--- src/rtl/vec_store_serializer.sv ---
// vec_store_serializer: latches one WIDTH_V-bit vector plus base address and writes it to word memory,
// one WORD_W beat per cycle, lowest lane first. Define VEC_STORE_MASK_EN for per-lane mask / byte enables.
module vec_store_serializer #(
  parameter int WIDTH_V    = 128,
  parameter int BITS_INDEX = 8,
  parameter int WORD_W     = 32,
  parameter int ADDR_W     = 32
) (
  input  logic                          clk,
  input  logic                          rst,
  input  logic                          in_valid,
  output logic                          in_ready,
  input  logic [WIDTH_V-1:0]            in_data,
  input  logic [ADDR_W-1:0]             in_addr,
`ifdef VEC_STORE_MASK_EN
  input  logic [WIDTH_V/BITS_INDEX-1:0] in_mask,
  output logic [WORD_W/8-1:0]           mem_be,
`endif
  output logic                          mem_we,
  output logic [ADDR_W-1:0]             mem_addr,
  output logic [WORD_W-1:0]             mem_wdata,
  input  logic                          mem_stall,
  output logic                          busy,
  output logic                          done
);

  // state   | meaning
  // S_IDLE  | waiting for a request, in_ready high
  // S_WRITE | presenting beats to memory, one per accepted cycle
  // S_DONE  | one-cycle done pulse, then back to idle

  localparam int BEATS   = WIDTH_V / WORD_W;
  localparam int BYTES_W = WORD_W / 8;
  localparam int BEAT_W  = (BEATS > 1) ? $clog2(BEATS) : 1;

  typedef enum logic [1:0] {
    S_IDLE  = 2'd0,
    S_WRITE = 2'd1,
    S_DONE  = 2'd2
  } state_t;

  state_t              r_state;
  state_t              w_state_nxt;
  logic [BEAT_W-1:0]   r_beat;
  logic [WIDTH_V-1:0]  r_vec;
  logic [ADDR_W-1:0]   r_base;
  logic                r_mem_we;
  logic [ADDR_W-1:0]   r_mem_addr;
  logic [WORD_W-1:0]   r_mem_wdata;
  logic                r_done;

  logic                w_accept;
  logic                w_adv;
  logic                w_last;
  logic [BEAT_W-1:0]   w_beat_sel;
  logic [WIDTH_V-1:0]  w_vec_sel;
  logic [ADDR_W-1:0]   w_base_in;
  logic [ADDR_W-1:0]   w_base_sel;
  logic [ADDR_W-1:0]   w_addr_sel;
  logic                w_we_sel;
  logic [WORD_W-1:0]   w_words [BEATS];

  assign in_ready = (r_state == S_IDLE);
  assign busy     = (r_state == S_WRITE) || (r_state == S_DONE);
  assign mem_we   = r_mem_we;
  assign mem_addr = r_mem_addr;
  assign mem_wdata = r_mem_wdata;
  assign done     = r_done;

  assign w_accept = in_valid && in_ready;
  // A beat presented with mem_we low (fully masked) moves on without waiting for memory.
  assign w_adv    = (r_state == S_WRITE) && (!r_mem_we || !mem_stall);
  assign w_last   = (r_beat == BEAT_W'(BEATS - 1));

  assign w_base_in  = in_addr & ~ADDR_W'(3);
  assign w_beat_sel = w_accept ? '0 : r_beat + BEAT_W'(1);
  assign w_vec_sel  = w_accept ? in_data : r_vec;
  assign w_base_sel = w_accept ? w_base_in : r_base;
  assign w_addr_sel = w_base_sel + (ADDR_W'(w_beat_sel) * ADDR_W'(BYTES_W));

  for (genvar g = 0; g < BEATS; g++) begin : g_word
    assign w_words[g] = w_vec_sel[g*WORD_W +: WORD_W];
  end

`ifdef VEC_STORE_MASK_EN
  localparam int LANES_PB = WORD_W / BITS_INDEX;
  localparam int BYTES_PL = BITS_INDEX / 8;

  logic [WIDTH_V/BITS_INDEX-1:0] r_mask;
  logic [WIDTH_V/BITS_INDEX-1:0] w_mask_sel;
  logic [LANES_PB-1:0]           w_lane_masks [BEATS];
  logic [LANES_PB-1:0]           w_lane_m;
  logic [BYTES_W-1:0]            w_be_sel;
  logic [BYTES_W-1:0]            r_mem_be;

  assign w_mask_sel = w_accept ? in_mask : r_mask;

  for (genvar g = 0; g < BEATS; g++) begin : g_lane_mask
    assign w_lane_masks[g] = w_mask_sel[g*LANES_PB +: LANES_PB];
  end

  assign w_lane_m = w_lane_masks[w_beat_sel];
  assign w_we_sel = |w_lane_m;

  for (genvar gb = 0; gb < BYTES_W; gb++) begin : g_be
    assign w_be_sel[gb] = w_lane_m[gb / BYTES_PL];
  end

  assign mem_be = r_mem_be;

  always_ff @(posedge clk or posedge rst) begin
    if (rst) begin
      r_mask   <= '0;
      r_mem_be <= '0;
    end else begin
      if (w_accept) begin
        r_mask <= in_mask;
      end
      if (w_accept || (w_adv && !w_last)) begin
        r_mem_be <= w_be_sel;
      end
    end
  end
`else
  assign w_we_sel = 1'b1;
`endif

  always_ff @(posedge clk or posedge rst) begin
    if (rst) begin
      r_state <= S_IDLE;
    end else begin
      r_state <= w_state_nxt;
    end
  end

  always_comb begin
    w_state_nxt = r_state;
    case (r_state)
      S_IDLE:  if (w_accept) w_state_nxt = S_WRITE;
      S_WRITE: if (w_adv && w_last) w_state_nxt = S_DONE;
      S_DONE:  w_state_nxt = S_IDLE;
      default: w_state_nxt = S_IDLE;
    endcase
  end

  // The next beat's address and data are loaded on the same edge that accepts the current one,
  // so the memory side sees one beat per cycle with no bubble.
  always_ff @(posedge clk or posedge rst) begin
    if (rst) begin
      r_beat      <= '0;
      r_vec       <= '0;
      r_base      <= '0;
      r_mem_we    <= 1'b0;
      r_mem_addr  <= '0;
      r_mem_wdata <= '0;
      r_done      <= 1'b0;
    end else begin
      r_done <= w_adv && w_last;
      if (w_accept) begin
        r_vec  <= in_data;
        r_base <= w_base_in;
      end
      if (w_accept || (w_adv && !w_last)) begin
        r_beat      <= w_beat_sel;
        r_mem_we    <= w_we_sel;
        r_mem_addr  <= w_addr_sel;
        r_mem_wdata <= w_words[w_beat_sel];
      end else if (w_adv) begin
        r_mem_we <= 1'b0;
      end
    end
  end

endmodule

--- config.mk ---
export PLATFORM = sky130hd
export DESIGN_NAME = vec_store_serializer
export DESIGN_NICKNAME = d
export VERILOG_FILES = /design/src/rtl/vec_store_serializer.sv
export SDC_FILE = /design/constraint.sdc
export NUM_CORES = 1
export LEC_CHECK = 0
export CAP_MARGIN = 20
export CORE_MARGIN = 3
export CORE_UTILIZATION = 40
export CTS_BUF_LIST = sky130_fd_sc_hd__clkbuf_16
export DETAILED_ROUTE_END_ITERATION = 10
export PLACE_DENSITY = 0.66
export SLEW_MARGIN = 20
export SYNTH_ARGS = -nofsm -noshare
export SYNTH_HDL_FRONTEND = slang
export SYNTH_SLANG_ARGS = --single-unit
--- constraint.sdc ---
create_clock -name clk -period 17.9 [get_ports clk]
set_clock_uncertainty 0.05 [all_clocks]
set_input_delay 3.58 -clock clk [delete_from_list [all_inputs] [get_ports clk]]
set_output_delay 3.58 -clock clk [all_outputs]
set_load 0.005 [all_outputs]
# After elaboration in Yosys (flattened, before gate mapping)
# Index checks and enable logic that the tools add are counted.
dict set report totals {
  reg_bits 230
  input_bits 164
  elab_cells 41
}
dict set report classes {
  addsub 2
  magnitude_cmp 1
  eq_ne 5
  muxes 11
  bitwise_logic 1
  reduce_logical 13
}
# op count
set op_table {}
lappend op_table {{two-way mux 128 bit} 1}
lappend op_table {{two-way mux 32 bit} 3}
lappend op_table {{binary-select mux 32 bit (select 2 bit)} 1}
lappend op_table {{adder 32 x 4 -> 32 bit} 1}
lappend op_table {{two-way mux 2 bit} 3}
lappend op_table {{== test 2 bit (second input constant)} 2}
lappend op_table {{logical AND 1 bit} 4}
lappend op_table {{!= test 2 x 1 -> 1 bit (second input constant)} 2}
lappend op_table {{case mux 2 bit (2 select lines)} 1}
lappend op_table {{>= comparator 3 bit (second input constant)} 1}
lappend op_table {{logical NOT 1 bit} 3}
lappend op_table {{logical OR 1 bit} 3}
lappend op_table {{inverter 2 -> 3 bit} 1}
lappend op_table {{adder 2 x 1 -> 2 bit (second input constant)} 1}
lappend op_table {{== test 2 x 1 -> 1 bit (second input constant)} 1}
lappend op_table {{logical NOT 2 bit} 1}
lappend op_table {{two-way mux 1 bit} 2}
lappend op_table {{AND reduction 2 bit} 1}
lappend op_table {{nonzero test 2 bit} 1}

# Longest topological paths before layout
dict set report depth {
  depth_word 7
  depth_mapped 19
  ltp_nobuf 13
}

# Worst setup path before layout
# Ideal clock, no wire load.
dict set report synth_timing {
  path_kind {input-to-reg}
  startpoint {input in_valid}
  endpoint {register r_mem_addr[26], in the netlist mem_addr[26]}
  setup_time_ps 95
  arrival_ps 6339
  required_ps 17755
  setup_slack_ps 11416
  path_stages 16
  path_cell_list {and2_4 -> buf_6 -> buf_4 -> buf_2 -> buf_2 -> clkbuf_1 -> nand2_1 -> nand2_1 -> ha_1 -> fa_1 -> nand4_1 -> o22a_1 -> clkbuf_1 -> nor4_2 -> a21oi_1 -> o31ai_1}
}
dict set report synth_between {
  elab_chain_cells 3
  word_cells_on_any_way 5
  classes_between {add/sub (1); mux (2); reduce/logical (2)}
}
# item line_no
set synth_rtl {}
lappend synth_rtl {{start: declaration} 11} ;# input logic in_valid,
lappend synth_rtl {{logical AND 1 bit} 70} ;# assign w_accept = in_valid && in_ready;
lappend synth_rtl {{two-way mux 32 bit} -}
lappend synth_rtl {{net w_base_sel[2]} 58} ;# logic [ADDR_W-1:0] w_base_sel;
lappend synth_rtl {{adder 32 x 4 -> 32 bit} 79} ;# assign w_addr_sel = w_base_sel + (ADDR_W'(w_beat_sel) * ADDR_W'(BYTES_W));
lappend synth_rtl {{end signal: assignment} 166} ;# r_mem_addr <= w_addr_sel;
lappend synth_rtl {{end: declaration} 48} ;# logic [ADDR_W-1:0] r_mem_addr;
# The timed path passes the listed nets, and every way through them passes these cells.
# A chain may end at the register's enable or synchronous reset.

# Worst setup path in the final report
dict set report layout_timing {
  startpoint {input in_valid}
  endpoint {register r_mem_addr[30], in the netlist mem_addr[30]}
}
# The elaborated chain is that of the path after synthesis.

==> summary.txt <==
Logic synthesis
  • Mux cell area share after synthesis: under 10%
  • FF+latch count, synth: 230
  • Seq/Total Area, Yosys: 55.2%
  • Compound-cell area share of the yosys netlist: 10.6%
  • Main synth FF type: dfrtp_1
  • Largest family of logic cells by synthesized area: simple AND/OR/NAND/NOR gates
  • Syn Area/Cell: 9.13 um^2
  • Yosys warns: 0
  • Synth Area in Adders: less than 1%
  • Post-Syn Instances: roughly 1,100
  • Netlist cell types: 47
  • Synth Area in Simple Gates: approximately a quarter
  • Syn nets: 1,312
  • Area share of xor/xnor cells in the synthesized design: 1.68%
  • EDFF count, synth: 0
  • Post-synth ARST share: between 90% and 100%
  • Mapped cell area: roughly 10,000 um^2

Timing
  • Setup TNS: 0 ns
  • RSZ-0062 raised after global routing: no
  • Rel. slew slack: 34.2%
  • Achievable Freq: about 130 MHz
  • Final setup viols: 0
  • Period utilization: 42.0%
  • Fin. Hold Viols: 0
  • Slew Limit Fails: 0
  • Fin crit period: 7.51 ns
  • Least-Margin Pin Slew: 0.988 ns
  • Hold slack: 0.412 ns

Placement
  • IO Port Bufs: 229
  • DPL Wire Length: roughly 18 mm
  • Routability cong.: 0.857
  • Instance area at placement: approximately 13,000 um^2
  • Placed cell count: roughly 1,600

Setup path
  • Critical path fanouts, max: 83
  • Critical Path, Cell by Cell: clkdlybuf4s50_1 -> buf_4 -> nand2_4 -> buf_4 -> nand2_1 -> nand2_1 -> ha_1 -> fa_1 -> nand4_1 -> o22a_1 -> nor4_2 -> a21oi_1 -> o31ai_1
  • Worst r2r dst: mem_addr[30]$_DFFE_PP0P_
  • CP max stage delay: 0.79 ns
  • Data arrival, critical path: 7.88 ns
  • Worst path slowest cell: buf_4
  • R2r startpoint: r_state[0]$_DFFE_PP0P_
  • Startpoint Class: primary input
  • Critical path type: in -> reg
  • Setup slack, reg-to-reg: 13.24 ns
  • Cells on worst reg2reg path: 14
  • Crit end category: flop
  • Critical path required time: about 18 ns

GRT
  • Total GRT Usage: between 10% and 20%
  • Number of antenna violations at the first check in global routing: 0
  • First-pass GRT wire length: 45.7 mm
  • Largest net degree at the start of global routing: 92
  • Remaining Overflow, GRT: 0
  • Number of global-route vias before repair: around 8,800

Pwr
  • Gate power share: 42.7%
  • LEAKAGE: between 0.006 and 0.007 uW
  • NetSw: 874 uW
  • Switching Share: roughly 37%
  • Pwr dens: 174 nW/um^2
  • VDD IR max: 93.7 uV
  • Clk pwr share: between 20% and 30%
  • Sequential Power Share: approximately 37%
  • Internal power contribution: 1510 uW
  • Total power: 2390 uW

Floorplan
  • I/O pins: 232
  • Height of the die: 167 um
  • Core Rows: 58
  • Die ar.: 28,000 um^2
  • Core ar.: 25,400 um^2
  • Initial core utilization: 41.0%
  • Die Wd: 167 um

Clock tree
  • Clock buffer depth: 3
  • CTS HTree Levels: 1
  • Clk_lat worst skew: 0.52 ns
  • CTS Buf Count: 26
  • Hold_buf cts: 0
  • Clk slew on worst S/H paths: 0.06 ns
  • Post-CTS setup buffers: 0
  • CTS tree: built
  • Resize count post-CTS: 0
  • CTS Sinks: 230
  • Root Driver: clkbuf_16

Finish
  • Area occupied by registers: 5760 um^2
  • Area Growth Syn to Fin: 31.6%
  • Share of post-route cells with drive strength above 1: 7.29%
  • Area occupied by multi-input gates: 4330 um^2
  • Final #Nets: approximately 1,500
  • Fillers: 2,386
  • Post-route cell area: 13,700 um^2
  • Non-filler cells, final: about 1,700
  • Antenna diode instance count: 0

Detailed routing
  • Post-Route WL: roughly 28 mm
  • Vias: 8,430
  • Routed Antenna Nets: 0
  • DR iter-0 viols: 570
  • Post-route DRC: 0
  • DRT Pass-1 Iters: 5
  • Routed WL per cell: 16.6 um
  • Via density: 4.99

Hold path
  • Hold path cells: 2
  • Worst Hold End: r_vec[116]$_DFF_PP0_
  • Hold Crit Class: reg -> reg
  • Hold path start: r_vec[116]$_DFF_PP0_

Run
  • Total of max-cap violations: 0

Outcome
  • Outcome: finished clean
-- metrics by stage --
| step | util [%] | setup slack, ns |
|---|---|---|
| floorplan | - | 7.97 |
| global placement | 51.0 | 9.93 |
| detailed placement | 51.0 | 9.89 |
| CTS | 54.0 | 10.35 |
| global route | 54.0 | 9.97 |
| finish | 54.0 | 10.39 |
-- critical path: cells and delay by family --
family | cells | cell delay (ns)
AND/OR/NAND/NOR | 5 | 1.50
adder cells (fa/ha/maj) | 2 | 0.50
buffers and inverters | 3 | 1.40
AO/OA/AOI/OAI | 3 | 0.79
-- per-layer routing --
metal | GRT usage [%] | up-vias | wire length (um)
li1 | - | 4157 | -
met1 | 26.5 | 4013 | 12100
met2 | 33.0 | 230 | 13300
met3 | 5.45 | 30 | 2140
met4 | 3.42 | 0 | 429
met5 | 0 | - | 0
-- final cells by class --
type | count | share of cell area, %
sequential | 230 | 42.0
timing repair buffer | 243 | 17.5
tap | 330 | 3.01
inverter | 13 | 0.411
clock inverter | 19 | 0.830
multi-input combinational | 827 | 31.5
clock buffer | 26 | 4.74
-- power groups by stage --
| stage | Clock, uW | Sequential (uW) | Combinational [uW] |
|---|---|---|---|
| 6_report | 479 | 889 | 1020 |
| 5_1_grt | 519 | 920 | 1150 |
| 4_1_cts | 494 | 890 | 1040 |
| 3_5_place_dp | 0 | 896 | 1030 |
| 3_3_place_gp | 0 | 889 | 1010 |
| 2_1_floorplan | 0 | 876 | 667 |
-- cell usage after synthesis (8+ instances only) --
master	count	share of area [%]
nand2_1	478	17
xnor2_1	18	1.5
o31ai_1	8	0.58
a21oi_1	28	1.3
nand4_1	13	0.78
o21ai_0	11	0.53
o21a_1	33	2.4
o211ai_1	63	4.5
dfrtp_1	230	55
nor2_1	31	1.1
buf_2	16	0.77
inv_1	13	0.47
or2_2	32	1.9
mux2i_1	41	3.9
nand3_1	10	0.48
clkbuf_1	43	1.5
buf_1	8	0.29
-- how the worst max path moves through the flow --
stage                                     to  slack, ns  cells past startpoint      from
global placement    mem_addr[30]$_DFFE_PP0P_       9.93                     13  in_valid
floorplan                     done$_DFF_PP0_       7.97                      1       rst
global route        mem_addr[30]$_DFFE_PP0P_       9.97                     13  in_valid
detailed placement  mem_addr[30]$_DFFE_PP0P_       9.89                     13  in_valid
CTS                 mem_addr[30]$_DFFE_PP0P_      10.35                     13  in_valid
finish              mem_addr[30]$_DFFE_PP0P_      10.39                     13  in_valid
-- sequential cells by signal (all words and copies together) (netlist names) --
register and count:
r_vec 128, mem_addr 32, mem_wdata 32, r_base 32, r_beat 2, r_state 2, done 1, mem_we 1
-- cells in the final DEF (no fill, tap or decap), types with 2 or more instances in the layout --
cell type and n:
a21oi_1 28, and2_1 3, and3_1 7, buf_4 14
clkbuf_16 26, clkdlybuf4s50_1 229, clkinv_1 10, clkinv_2 3
dfrtp_1 230, ha_1 6, inv_1 16, mux2_2 4
mux2i_1 41, nand2_1 476, nand3_1 10, nand4_1 13
nor2_1 31, nor2b_1 2, nor3_1 7, nor4_1 2
nor4b_2 2, o211ai_1 63, o21a_1 33, o21ai_0 11
o21ai_1 4, o21ai_2 4, o31ai_1 8, or2_2 31
xnor2_1 18, xor2_1 2
-- logic make-up (layout without fill, tap and decap cells) --
logic type | Yosys count | in the layout
buffers and inverters | 84 | 301
xor gates and xnor gates | 20 | 20
adders and majority gates | 7 | 7
DFF | 230 | 230
muxes | 46 | 46
and+or+nand+nor | 595 | 595
AOI/OAI and AO/OA | 159 | 159
Power figures use the tool's default switching activity.
